`src/rtl/sap_pkg.sv`:
```
// Shared SAP-1 definitions: control-word bit positions, opcodes and the idle word.
// The controller imports this package as well, so both sides agree on encodings.
package sap_pkg;

  localparam int CP   = 11;
  localparam int EP   = 10;
  localparam int LM_N = 9;
  localparam int CE_N = 8;
  localparam int LI_N = 7;
  localparam int EI_N = 6;
  localparam int LA_N = 5;
  localparam int EA   = 4;
  localparam int SU   = 3;
  localparam int EU   = 2;
  localparam int LB_N = 1;
  localparam int LO_N = 0;

  localparam logic [3:0] LDA = 4'h0;
  localparam logic [3:0] ADD = 4'h1;
  localparam logic [3:0] SUB = 4'h2;
  localparam logic [3:0] OUT = 4'hE;
  localparam logic [3:0] HLT = 4'hF;

  localparam logic [11:0] NOP_WORD = 12'h3E3;

  typedef enum logic [2:0] {
    SRC_NONE,
    SRC_PC,
    SRC_RAM,
    SRC_IR,
    SRC_A,
    SRC_ALU
  } bus_src_e;

endpackage

```
`src/rtl/sap_ram16x8.sv`:
```
// 16x8 program/data memory: asynchronous read addressed by MAR, synchronous
// write from the programming port. Contents survive reset.
module sap_ram16x8 #(
  parameter int DATA_WIDTH = 8,
  parameter int ADDR_WIDTH = 4
) (
  input  logic                  clock,
  input  logic                  we,
  input  logic [ADDR_WIDTH-1:0] waddr,
  input  logic [DATA_WIDTH-1:0] wdata,
  input  logic [ADDR_WIDTH-1:0] raddr,
  output logic [DATA_WIDTH-1:0] rdata
);

  logic [DATA_WIDTH-1:0] mem [2**ADDR_WIDTH];

  always_ff @(posedge clock) begin
    if (we) begin
      mem[waddr] <= wdata;
    end
  end

  assign rdata = mem[raddr];

endmodule

```
`src/rtl/sap_datapath.sv`:
```
// SAP-1 datapath: W-bus mux, PC/MAR/IR/A/B/OUT registers and the adder/subtractor,
// executing one control word per clock and reporting the opcode back.
module sap_datapath
  import sap_pkg::*;
#(
  parameter int DATA_WIDTH = 8,
  parameter int ADDR_WIDTH = 4
) (
  input  logic                  clock,
  input  logic                  reset_n,
  input  logic [11:0]           control_word,
  input  logic                  prog_en,
  input  logic                  prog_we,
  input  logic [ADDR_WIDTH-1:0] prog_addr,
  input  logic [DATA_WIDTH-1:0] prog_data,
  output logic [3:0]            instruction,
  output logic [DATA_WIDTH-1:0] out_value,
  output logic [DATA_WIDTH-1:0] w_bus,
  output logic                  halted,
  output logic                  bus_error
);

  localparam int PAD = DATA_WIDTH - ADDR_WIDTH;

  logic cp, ep, lm, ce, li, ei, la, ea, su, eu, lb, lo;
  assign cp = control_word[CP];
  assign ep = control_word[EP];
  assign lm = ~control_word[LM_N];
  assign ce = ~control_word[CE_N];
  assign li = ~control_word[LI_N];
  assign ei = ~control_word[EI_N];
  assign la = ~control_word[LA_N];
  assign ea = control_word[EA];
  assign su = control_word[SU];
  assign eu = control_word[EU];
  assign lb = ~control_word[LB_N];
  assign lo = ~control_word[LO_N];

  logic [ADDR_WIDTH-1:0] pc_q, pc_d, mar_q, mar_d;
  logic [DATA_WIDTH-1:0] ir_q, ir_d, a_q, a_d, b_q, b_d, out_q, out_d;
  logic                  bus_err_q, bus_err_d;
  logic [DATA_WIDTH-1:0] ram_rdata, alu_res, bus;
  logic [2:0]            n_drv;
  logic                  run_en;
  bus_src_e              bus_src;

  sap_ram16x8 #(
    .DATA_WIDTH(DATA_WIDTH),
    .ADDR_WIDTH(ADDR_WIDTH)
  ) u_ram (
    .clock(clock),
    .we   (prog_en & prog_we),
    .waddr(prog_addr),
    .wdata(prog_data),
    .raddr(mar_q),
    .rdata(ram_rdata)
  );

  assign alu_res = su ? (a_q - b_q) : (a_q + b_q);

  // Contention resolves by fixed priority; the conflict itself is latched in bus_error.
  always_comb begin
    bus_src = SRC_NONE;
    if (ep)      bus_src = SRC_PC;
    else if (ce) bus_src = SRC_RAM;
    else if (ei) bus_src = SRC_IR;
    else if (ea) bus_src = SRC_A;
    else if (eu) bus_src = SRC_ALU;
  end

  always_comb begin
    case (bus_src)
      SRC_PC:  bus = {{PAD{1'b0}}, pc_q};
      SRC_RAM: bus = ram_rdata;
      SRC_IR:  bus = {{PAD{1'b0}}, ir_q[ADDR_WIDTH-1:0]};
      SRC_A:   bus = a_q;
      SRC_ALU: bus = alu_res;
      default: bus = '0;
    endcase
  end

  assign n_drv = {2'b00, ep} + {2'b00, ce} + {2'b00, ei} + {2'b00, ea} + {2'b00, eu};

  assign instruction = ir_q[DATA_WIDTH-1 -: 4];
  assign halted      = (instruction == HLT);
  assign run_en      = ~prog_en & ~halted;

  always_comb begin
    pc_d      = pc_q;
    mar_d     = mar_q;
    ir_d      = ir_q;
    a_d       = a_q;
    b_d       = b_q;
    out_d     = out_q;
    bus_err_d = bus_err_q | (~prog_en & (n_drv > 3'd1));
    if (run_en) begin
      if (cp) pc_d  = pc_q + 1'b1;
      if (lm) mar_d = bus[ADDR_WIDTH-1:0];
      if (li) ir_d  = bus;
      if (la) a_d   = bus;
      if (lb) b_d   = bus;
      if (lo) out_d = bus;
    end
  end

  always_ff @(posedge clock or negedge reset_n) begin
    if (!reset_n) begin
      pc_q      <= '0;
      mar_q     <= '0;
      ir_q      <= '0;
      a_q       <= '0;
      b_q       <= '0;
      out_q     <= '0;
      bus_err_q <= 1'b0;
    end else begin
      pc_q      <= pc_d;
      mar_q     <= mar_d;
      ir_q      <= ir_d;
      a_q       <= a_d;
      b_q       <= b_d;
      out_q     <= out_d;
      bus_err_q <= bus_err_d;
    end
  end

  assign out_value = out_q;
  assign w_bus     = bus;
  assign bus_error = bus_err_q;

endmodule

```
`config.mk`:
```
export PLATFORM = sky130hd
export DESIGN_NAME = sap_datapath
export DESIGN_NICKNAME = d
export VERILOG_FILES = /design/src/rtl/sap_pkg.sv /design/src/rtl/sap_ram16x8.sv /design/src/rtl/sap_datapath.sv
export SDC_FILE = /design/constraint.sdc
export NUM_CORES = 1
export LEC_CHECK = 0
export CORE_ASPECT_RATIO = 0.7
export CORE_MARGIN = 1
export CORE_UTILIZATION = 61
export DETAILED_ROUTE_END_ITERATION = 8
export PLACE_DENSITY = 0.82
export SLEW_MARGIN = 20
export SYNTH_ARGS = -nofsm -noshare
export SYNTH_HDL_FRONTEND = slang
export SYNTH_HIERARCHICAL = 1
export SYNTH_SLANG_ARGS = --single-unit
```
`constraint.sdc`:
```
create_clock -name clock -period 8.2 [get_ports clock]
set_input_delay 1.64 -clock clock [delete_from_list [all_inputs] [get_ports clock]]
set_output_delay 1.64 -clock clock [all_outputs]
set_load 0.005 [all_outputs]
```
Word-level counts from Yosys, hierarchy flattened

Memories as Yosys holds them, arrays and structs flattened.
Cells that the tools add are included.

Eq/ne operators: 6
Bitwise operators: 13
Multiplexer cells: 9
Add/subtract/negate cells: 7
Reductions and logical operators: 6
Magnitude comparators: 1

Operator list:

| operator                                                       | count |
|---|---|
| one-hot mux 8 bit (5 select lines)                             | 1 |
| 2-to-1 mux 3 bit                                               | 5 |
| AND reduction 2 bit                                            | 6 |
| inverter 1 bit                                                 | 9 |
| adder 8 bit                                                    | 1 |
| 2-to-1 mux 8 bit                                               | 1 |
| subtractor 8 bit                                               | 1 |
| adder 3 x 1 -> 3 bit                                           | 2 |
| == test 3 x 2 -> 1 bit (second input constant)                 | 2 |
| == test 3 bit (second input constant)                          | 2 |
| adder 4 x 1 -> 4 bit (second input constant)                   | 1 |
| == test 4 bit (second input constant)                          | 1 |
| adder 2 x 1 -> 3 bit                                           | 1 |
| AND 1 bit                                                      | 3 |
| == test 3 x 1 -> 1 bit (second input constant)                 | 1 |
| greater-than comparator 3 x 1 -> 1 bit (second input constant) | 1 |
| adder 1 x 1 -> 2 bit                                           | 1 |
| 2-to-1 mux 1 bit                                               | 2 |
| OR 1 bit                                                       | 1 |

Output and inout bits: 22
Memories: 1
Register bits: 41
Logic and storage cells: 50
Memory bits (writable): 128

Memories:

| memory    | words | width | read ports | clocked after Yosys merged registers in | write ports | line              | source |
|---|---|---|---|---|---|---|---|
| u_ram.mem | 16    | 8     | 1          | 0                                       | 1           | sap_ram16x8.sv:15 | `logic [DATA_WIDTH-1:0] mem [2**ADDR_WIDTH];` |

Logic depth before layout (Yosys ltp)

Gate-level depths: netlist of the first run.

Depth in word-level cells: 8
Gate-level depth with buffers: 11
Mapped depth without buffers: 11

Cells and area by module

Netlist of the first run, hierarchy kept.

Modules (own cells, without submodules):

| module       | sequential area each (um^2) | area each (um^2) | times used | cells each |
|---|---|---|---|---|
| sap_ram16x8  | 3,843.7                     | 4,987.3          | 1          | 221 |
| sap_datapath | 1,026.0                     | 2,309.7          | 1          | 239 |

Worst setup path after synthesis of the first run

No wires, ideal clock.

Path type: in2out
Start point: input control_word[3]
End point: output w_bus[4]
Stages on the path: 8
Data required time: 6.560 ns
Arrival time: 3.396 ns
Buffers on the path: 0
Path slack: 3.164 ns
Cells stage by stage: mux2_2 fa_1 nor2b_1 o21ai_1 a21boi_1 nor2_1 a222oi_1 inv_1

Word-level cells in the longest chain between the ends: 2

RTL lines:

| what                               | line               | source |
|---|---|---|
| start, declared                    | sap_datapath.sv:11 | `input logic [11:0] control_word,` |
| 2-to-1 mux 8 bit                   | sap_datapath.sv:59 | `assign alu_res = su ? (a_q - b_q) : (a_q + b_q);` |
| one-hot mux 8 bit (5 select lines) | sap_datapath.sv:72 | `case (bus_src)` |
| end, declared                      | sap_datapath.sv:18 | `output logic [DATA_WIDTH-1:0] w_bus,` |

No other way between the ends.

Worst setup path in the final report of the first run

Same ends and word-level chain as after synthesis.

==> impl_metrics.json, run 1 <==
{
  "critPathLaunchType": "input port",
  "grt_use_total_pct": 28.1,
  "worstSetupPathType": "input port to primary output",
  "antenna_found_initial": 0,
  "dr.pass1.iters": 5,
  "skew_ps": 7.03,
  "yosysSeqAreaShare_pct": 66.7,
  "core_area_sq_mm": 0.0117,
  "worst-path-max-fanout": 7,
  "start_util_pct": 62.4,
  "grt_pass1_wl_um": 24500,
  "crit_arrival_ps": 4540,
  "io_pins": 50,
  "comb_power_share_pct": 26.2,
  "numCtsBuffers": 17,
  "post_cts_buffers": 0,
  "gp_congestion": 0.878,
  "syn_to_final_growth_pct": 16.5,
  "synth_area_leaders": "edfxtp_1 (53%), dfrtp_1 (14%), mux4_2 (5.6%)",
  "synth-edff-count": 128,
  "cp_data_required_time_ps": 6560,
  "p_sw_share_pct": 30.5,
  "placed_area_sq_mm": 0.00790,
  "synth_area_sq_mm": 0.00730,
  "drt_iter0_drc": 546,
  "post_cts_resized": 0,
  "port_buffers": 49,
  "ys.warnings.count": 6,
  "yosysMostFrequentCell": "edfxtp_1",
  "rsz0062_at_grt": "no",
  "crit_start": "control_word[3]",
  "power.density_mw_per_mm2": 301,
  "syn_inst": 460,
  "postRouteWirelength_um": 16200,
  "cts_sinks": 169,
  "antenna_left": 0,
  "end_kind": "primary output",
  "antenna_cells": 0,
  "die-area_sq_mm": 0.0124,
  "clk-insertion-delay-late_ps": 420,
  "synth_top_area_share_pct": 52.7,
  "overflow": 0,
  "layout-drive-gt1-share_pct": 14.7,
  "die_w_um": 133,
  "hpwlAfterDp_um": 10500,
  "worst_r2r_endpoint": "ir_q[3]",
  "maxCapViolCount": 0,
  "ys.flop_type": "edfxtp_1",
  "path_clk_slew_ps": 70,
  "worstReg2RegStart": "mar_q[0]",
  "cts_tree": "built",
  "rrSetupSlack_ps": 4630,
  "fin_crit_ps": 6180,
  "fp.dieH_um": 93.5,
  "final_cell_area_sq_mm": 0.00850,
  "p_leak_uw": 0.00310,
  "fmax_mhz": 162,
  "synth_commonest_cells": "edfxtp_1 (128), nor2_1 (56), dfrtp_1 (41)",
  "syn_area_per_cell_sq_um": 15.9,
  "pwr-share-clk_pct": 31.1,
  "holdBufCountCts": 0,
  "holdCritPathClass": "register to register",
  "synthArstFlopShare_pct": 24.3,
  "via_per_inst": 6.36,
  "seqPwrFrac_pct": 42.6,
  "synth_top_cell_by_area": "edfxtp_1",
  "ff2ff_path_depth": 8,
  "grt_pass1_vias": 4145,
  "whs_path_depth": 1,
  "grt_max_degree": 42,
  "wire_per_inst_um": 23.6,
  "hp-start": "out_value[3]",
  "drcViolationCount": 0,
  "intPower_uw": 1780,
  "max-vdd-ir-drop_uv": 277,
  "synth_nets": 502,
  "cts_root_buf": "clkbuf_16",
  "outcome": "finished, final reports clean",
  "setup_violations": 0,
  "n_fill_cell": 691,
  "whs_endpoint": "out_value[3]",
  "core.rowCount": 33,
  "ys_seq_elements": 169,
  "finalHoldViolCount": 0,
  "yosysUniqueCellTypes": 51,
  "setup-tns-final_ps": 0,
  "num_vias": 4370,
  "cts_buffer_depth": 2,
  "worstMarginPinSlew_ps": 1060,
  "h-tree-depth": 4,
  "finalNetCount": 559,
  "finalMaxSlewViolations": 0,
  "timing.final.crit_share_pct": 75.4,
  "relSlewSlack_pct": 29.0,
  "p_sw_uw": 781
}
==> per-stage QoR <==
step	std cells	hold WS, ps	power (uW)	worst slack [ps]	utilization [%]
2_1_floorplan	460	443	1530	3160	-
3_3_place_gp	655	472	1730	2090	67.6
3_5_place_dp	655	474	1760	2030	67.6
4_1_cts	687	510	2560	2020	72.7
5_1_grt	687	529	2660	1790	72.7
6_report	687	507	2560	2020	72.7
==> cell usage in the layout, fill, tap and decap left out, types with 2 or more instances in the layout <==
cell type / n
a211oi_1: 2
a21o_1: 2
a21oi_1: 22
a221oi_1: 2
a22oi_1: 23
a31oi_1: 11
and2_1: 3
buf_4: 8
clkbuf_16: 20
clkdlybuf4s50_1: 48
clkinv_4: 4
dfrtp_1: 40
edfxtp_1: 128
fa_1: 2
ha_1: 12
inv_1: 18
inv_4: 2
inv_6: 3
inv_8: 2
mux2_2: 11
mux4_1: 14
mux4_2: 18
nand2_1: 17
nand2b_1: 3
nand3_1: 3
nand3b_1: 3
nor2_1: 56
nor2b_1: 3
nor3_1: 8
o21ai_0: 4
o21ai_2: 2
xnor2_1: 11
==> final cells by class <==
type | instances | area [sq um] | share of cell area, %
tap | 157 | 196 | 2.31
timing repair buffer | 57 | 546 | 6.42
clock buffer | 21 | 505 | 5.95
clock inverter | 11 | 96.3 | 1.13
multi-input combinational | 254 | 2220 | 26.1
inverter | 18 | 67.6 | 0.795
sequential | 169 | 4870 | 57.3
==> cells by family after synthesis <==
| group | share of synthesized area, % |
|---|---|
| buffers and inverters | 2.86 |
| DFF | 66.7 |
| adders and majority gates | 2.61 |
| AOI/OAI and AO/OA | 7.25 |
| and+or+nand+nor | 6.67 |
| muxes | 12.4 |
| xor gates and xnor gates | 1.44 |
==> critical path, cell delays in order <==
cell             delay, ps
clkdlybuf4s50_1        610
mux2_2                 400
fa_1                   440
nor2b_1                140
o21ai_1                 80
a21boi_1               190
nor2_1                  60
a222oi_1               300
buf_4                  210
inv_1                   50
clkdlybuf4s50_1        430
==> flip-flops by register name (all words and copies together), names as in the netlist <==
| name | cells |
|---|---|
| u_ram/mem | 128 |
| a_q | 8 |
| b_q | 8 |
| ir_q | 8 |
| out_value | 8 |
| mar_q | 4 |
| pc_q | 4 |
| bus_error | 1 |
==> how the worst max path moves through the flow <==
stage / depth (start not counted) / end / slack [ps]
after floorplan: 8 / w_bus[4] / 3160
after global placement: 11 / w_bus[4] / 2090
after detailed placement: 10 / w_bus[6] / 2030
after CTS: 10 / w_bus[6] / 2020
after global routing: 10 / w_bus[6] / 1790
final: 11 / w_bus[4] / 2020
==> per-layer routing <==
layer	vias to the layer above	share of wire [%]	wire length, um	GRT usage [%]
met2	229	45	7330	40.9
met1	2212	44	7120	42.4
met5	-	0	0	0
met4	0	2.0	327	9.39
li1	1901	-	-	-
met3	28	8.8	1430	6.34
==> power groups by stage <==
stage / clock network [uW] / registers, uW / logic, uW
5_1_grt: 837 / 1100 / 723
6_report: 796 / 1090 / 671
2_1_floorplan: 0 / 1060 / 470
4_1_cts: 806 / 1090 / 662
3_3_place_gp: 0 / 1100 / 631
3_5_place_dp: 0 / 1110 / 651
Power figures use the tool's default switching activity.
==> run 2: changes to the inputs <==
--- a/config.mk
+++ b/config.mk
@@ -7,9 +7,9 @@
 export LEC_CHECK = 0
 export CORE_ASPECT_RATIO = 0.7
 export CORE_MARGIN = 1
-export CORE_UTILIZATION = 61
+export CORE_UTILIZATION = 59
 export DETAILED_ROUTE_END_ITERATION = 8
-export PLACE_DENSITY = 0.82
+export PLACE_DENSITY = 0.8
 export SLEW_MARGIN = 20
 export SYNTH_ARGS = -nofsm -noshare
 export SYNTH_HDL_FRONTEND = slang
==> constraint.sdc (replaced) <==
create_clock -name clock -period 6.2 [get_ports clock]
set_input_delay 1.24 -clock clock [delete_from_list [all_inputs] [get_ports clock]]
set_output_delay 1.24 -clock clock [all_outputs]
set_load 0.005 [all_outputs]
==> run 2 against run 1 <==
  * Clock power is 32% higher
  * Clock-buffer cell count down 3
  * Non-clock buffer count increased by 3
  * Worst setup slack worse by 1400 ps
  * First-iteration DRC count fell by 20%
  * Clock skew up 5.0 ps
  * Register-to-register slack worse by 2000 ps
  * Critical path type unchanged
  * Flip-flop and latch count did not move
==> impl_metrics.json, run 2 (synthesis results as in run 1) <==
{
  "die-area_sq_mm": 0.0128,
  "fin_crit_ps": 5560,
  "io_pins": 50,
  "rrSetupSlack_ps": 2650,
  "grt_max_degree": 42,
  "core_area_sq_mm": 0.0119,
  "maxCapViolCount": 0,
  "drcViolationCount": 0,
  "clk-insertion-delay-late_ps": 430,
  "end_kind": "primary output",
  "overflow": 0,
  "critical_path.endpoint": "w_bus[4]",
  "ff2ff_path_depth": 8,
  "port_buffers": 49,
  "cts_root_buf": "clkbuf_16",
  "finalMaxSlewViolations": 0,
  "h-tree-depth": 4,
  "max-vdd-ir-drop_uv": 343,
  "grt_pass1_wl_um": 24600,
  "cpMostUsedCell": "clkdlybuf4s50_1",
  "holdBufCountCts": 0,
  "largest_reg_flops": 128,
  "worstSetupPathType": "input port to primary output",
  "finalHoldViolCount": 0,
  "core.rowCount": 33,
  "cp_data_required_time_ps": 4960,
  "antenna_found_initial": 0,
  "critPathSlowestCell": "clkdlybuf4s50_1",
  "final_cell_mix": "edfxtp_1 (128), nor2_1 (56), clkdlybuf4s50_1 (48)",
  "power.total_uw": 3400,
  "critPathTopFamily": "buffers and inverters",
  "final_common_cell": "edfxtp_1",
  "worst_r2r_endpoint": "ir_q[2]",
  "antenna_left": 0,
  "syn_to_final_growth_pct": 16.7,
  "dr.pass1.iters": 5,
  "worstMarginPinSlew_ps": 1010,
  "gp_congestion": 0.876,
  "start_util_pct": 61.4,
  "die_w_um": 135,
  "setup-tns-final_ps": 0,
  "post_cts_buffers": 0,
  "outcome": "finished, final reports clean",
  "holdCritPathClass": "register to register",
  "power.density_mw_per_mm2": 400,
  "path_cells": "clkdlybuf4s50_1, mux2_2, fa_1, nor2b_1, o21ai_1, a21boi_1, nor2_1, a222oi_1, inv_1, clkdlybuf4s50_1",
  "via_per_inst": 6.36,
  "finalNetCount": 562,
  "fp.dieH_um": 95.0,
  "worstReg2RegStart": "mar_q[0]",
  "hpwlAfterDp_um": 10900,
  "worst-path-max-fanout": 7,
  "grt_pass1_vias": 4139,
  "path_clk_slew_ps": 70,
  "cts_tree": "built",
  "cp.depth": 10,
  "dp_slack_ps": 687,
  "cts_sinks": 169,
  "fin_hold_ws_ps": 500,
  "fmax_mhz": 180,
  "skew_ps": 12.0,
  "crit_buf_inv": 3,
  "wire_per_inst_um": 23.9,
  "rsz0062_at_grt": "no",
  "timing.final.crit_share_pct": 89.6,
  "postRouteWirelength_um": 16500,
  "layout-drive-gt1-share_pct": 15.0,
  "p_leak_uw": 0.00309,
  "grt_use_total_pct": 27.8,
  "post_cts_resized": 0,
  "regMostFlops": "u_ram/mem",
  "cpPeakStageDelay_ps": 590,
  "num_vias": 4388,
  "crit_start": "control_word[3]",
  "numCtsBuffers": 17,
  "timing.final.ws_setup_ps": 644,
  "cts_buffer_depth": 2,
  "relSlewSlack_pct": 32.2,
  "drt_iter0_drc": 437,
  "antenna_cells": 0,
  "critPathLaunchType": "input port",
  "crit_arrival_ps": 4320,
  "setup_violations": 0
}
run 2: worst register-to-register path: cells and delay by family (launching register included):
kind	cells	cell delay (ps)
buffers and inverters	1	290
AOI/OAI and AO/OA	5	1390
muxes	1	680
and+or+nand+nor	1	120
DFF	1	930
run 2: worst min-delay path by stage:
| stage | startpoint | end | slack [ps] | cells after the start |
|---|---|---|---|---|
| after floorplan | pc_q[3] | pc_q[3] | 440 | 1 |
| after global placement | bus_error | bus_error | 460 | 1 |
| after detailed placement | bus_error | bus_error | 480 | 1 |
| after CTS | bus_error | bus_error | 490 | 1 |
| after global routing | bus_error | bus_error | 510 | 1 |
| final | bus_error | bus_error | 500 | 1 |
run 2: area by class of cell:
type | count | area, sq um
multi-input cells | 254 | 2220
well taps | 157 | 196
clock buffers | 18 | 429
repair buffers | 60 | 568
fillers | 744 | 3380
clock inverters | 14 | 163
flip-flops and latches | 169 | 4870
inverters | 18 | 67.6
run 2: power breakdown:
part           switching (uW)  internal [uW]  leakage (uW)  total, uW
sequential                137           1320       0.00163       1450
combinational             458            439       0.00118        897
clock                     450            604      0.000278       1050
run 2: per-stage QoR:
step | utilization [%] | area [sq um] | instances
after detailed placement | 66.6 | 7920 | 658
after global placement | 66.6 | 7920 | 658
after CTS | 71.6 | 8510 | 690
after floorplan | - | 7300 | 460
after global routing | 71.6 | 8510 | 690
final | 71.6 | 8510 | 690
run 2: metal layers:
layer | track usage (%) | share of wire [%] | up-vias
li1 | - | - | 1905
met1 | 41.9 | 45 | 2263
met2 | 40.4 | 46 | 201
met3 | 6.70 | 8.5 | 19
met4 | 9.18 | 1.1 | 0
met5 | 0 | 0 | -
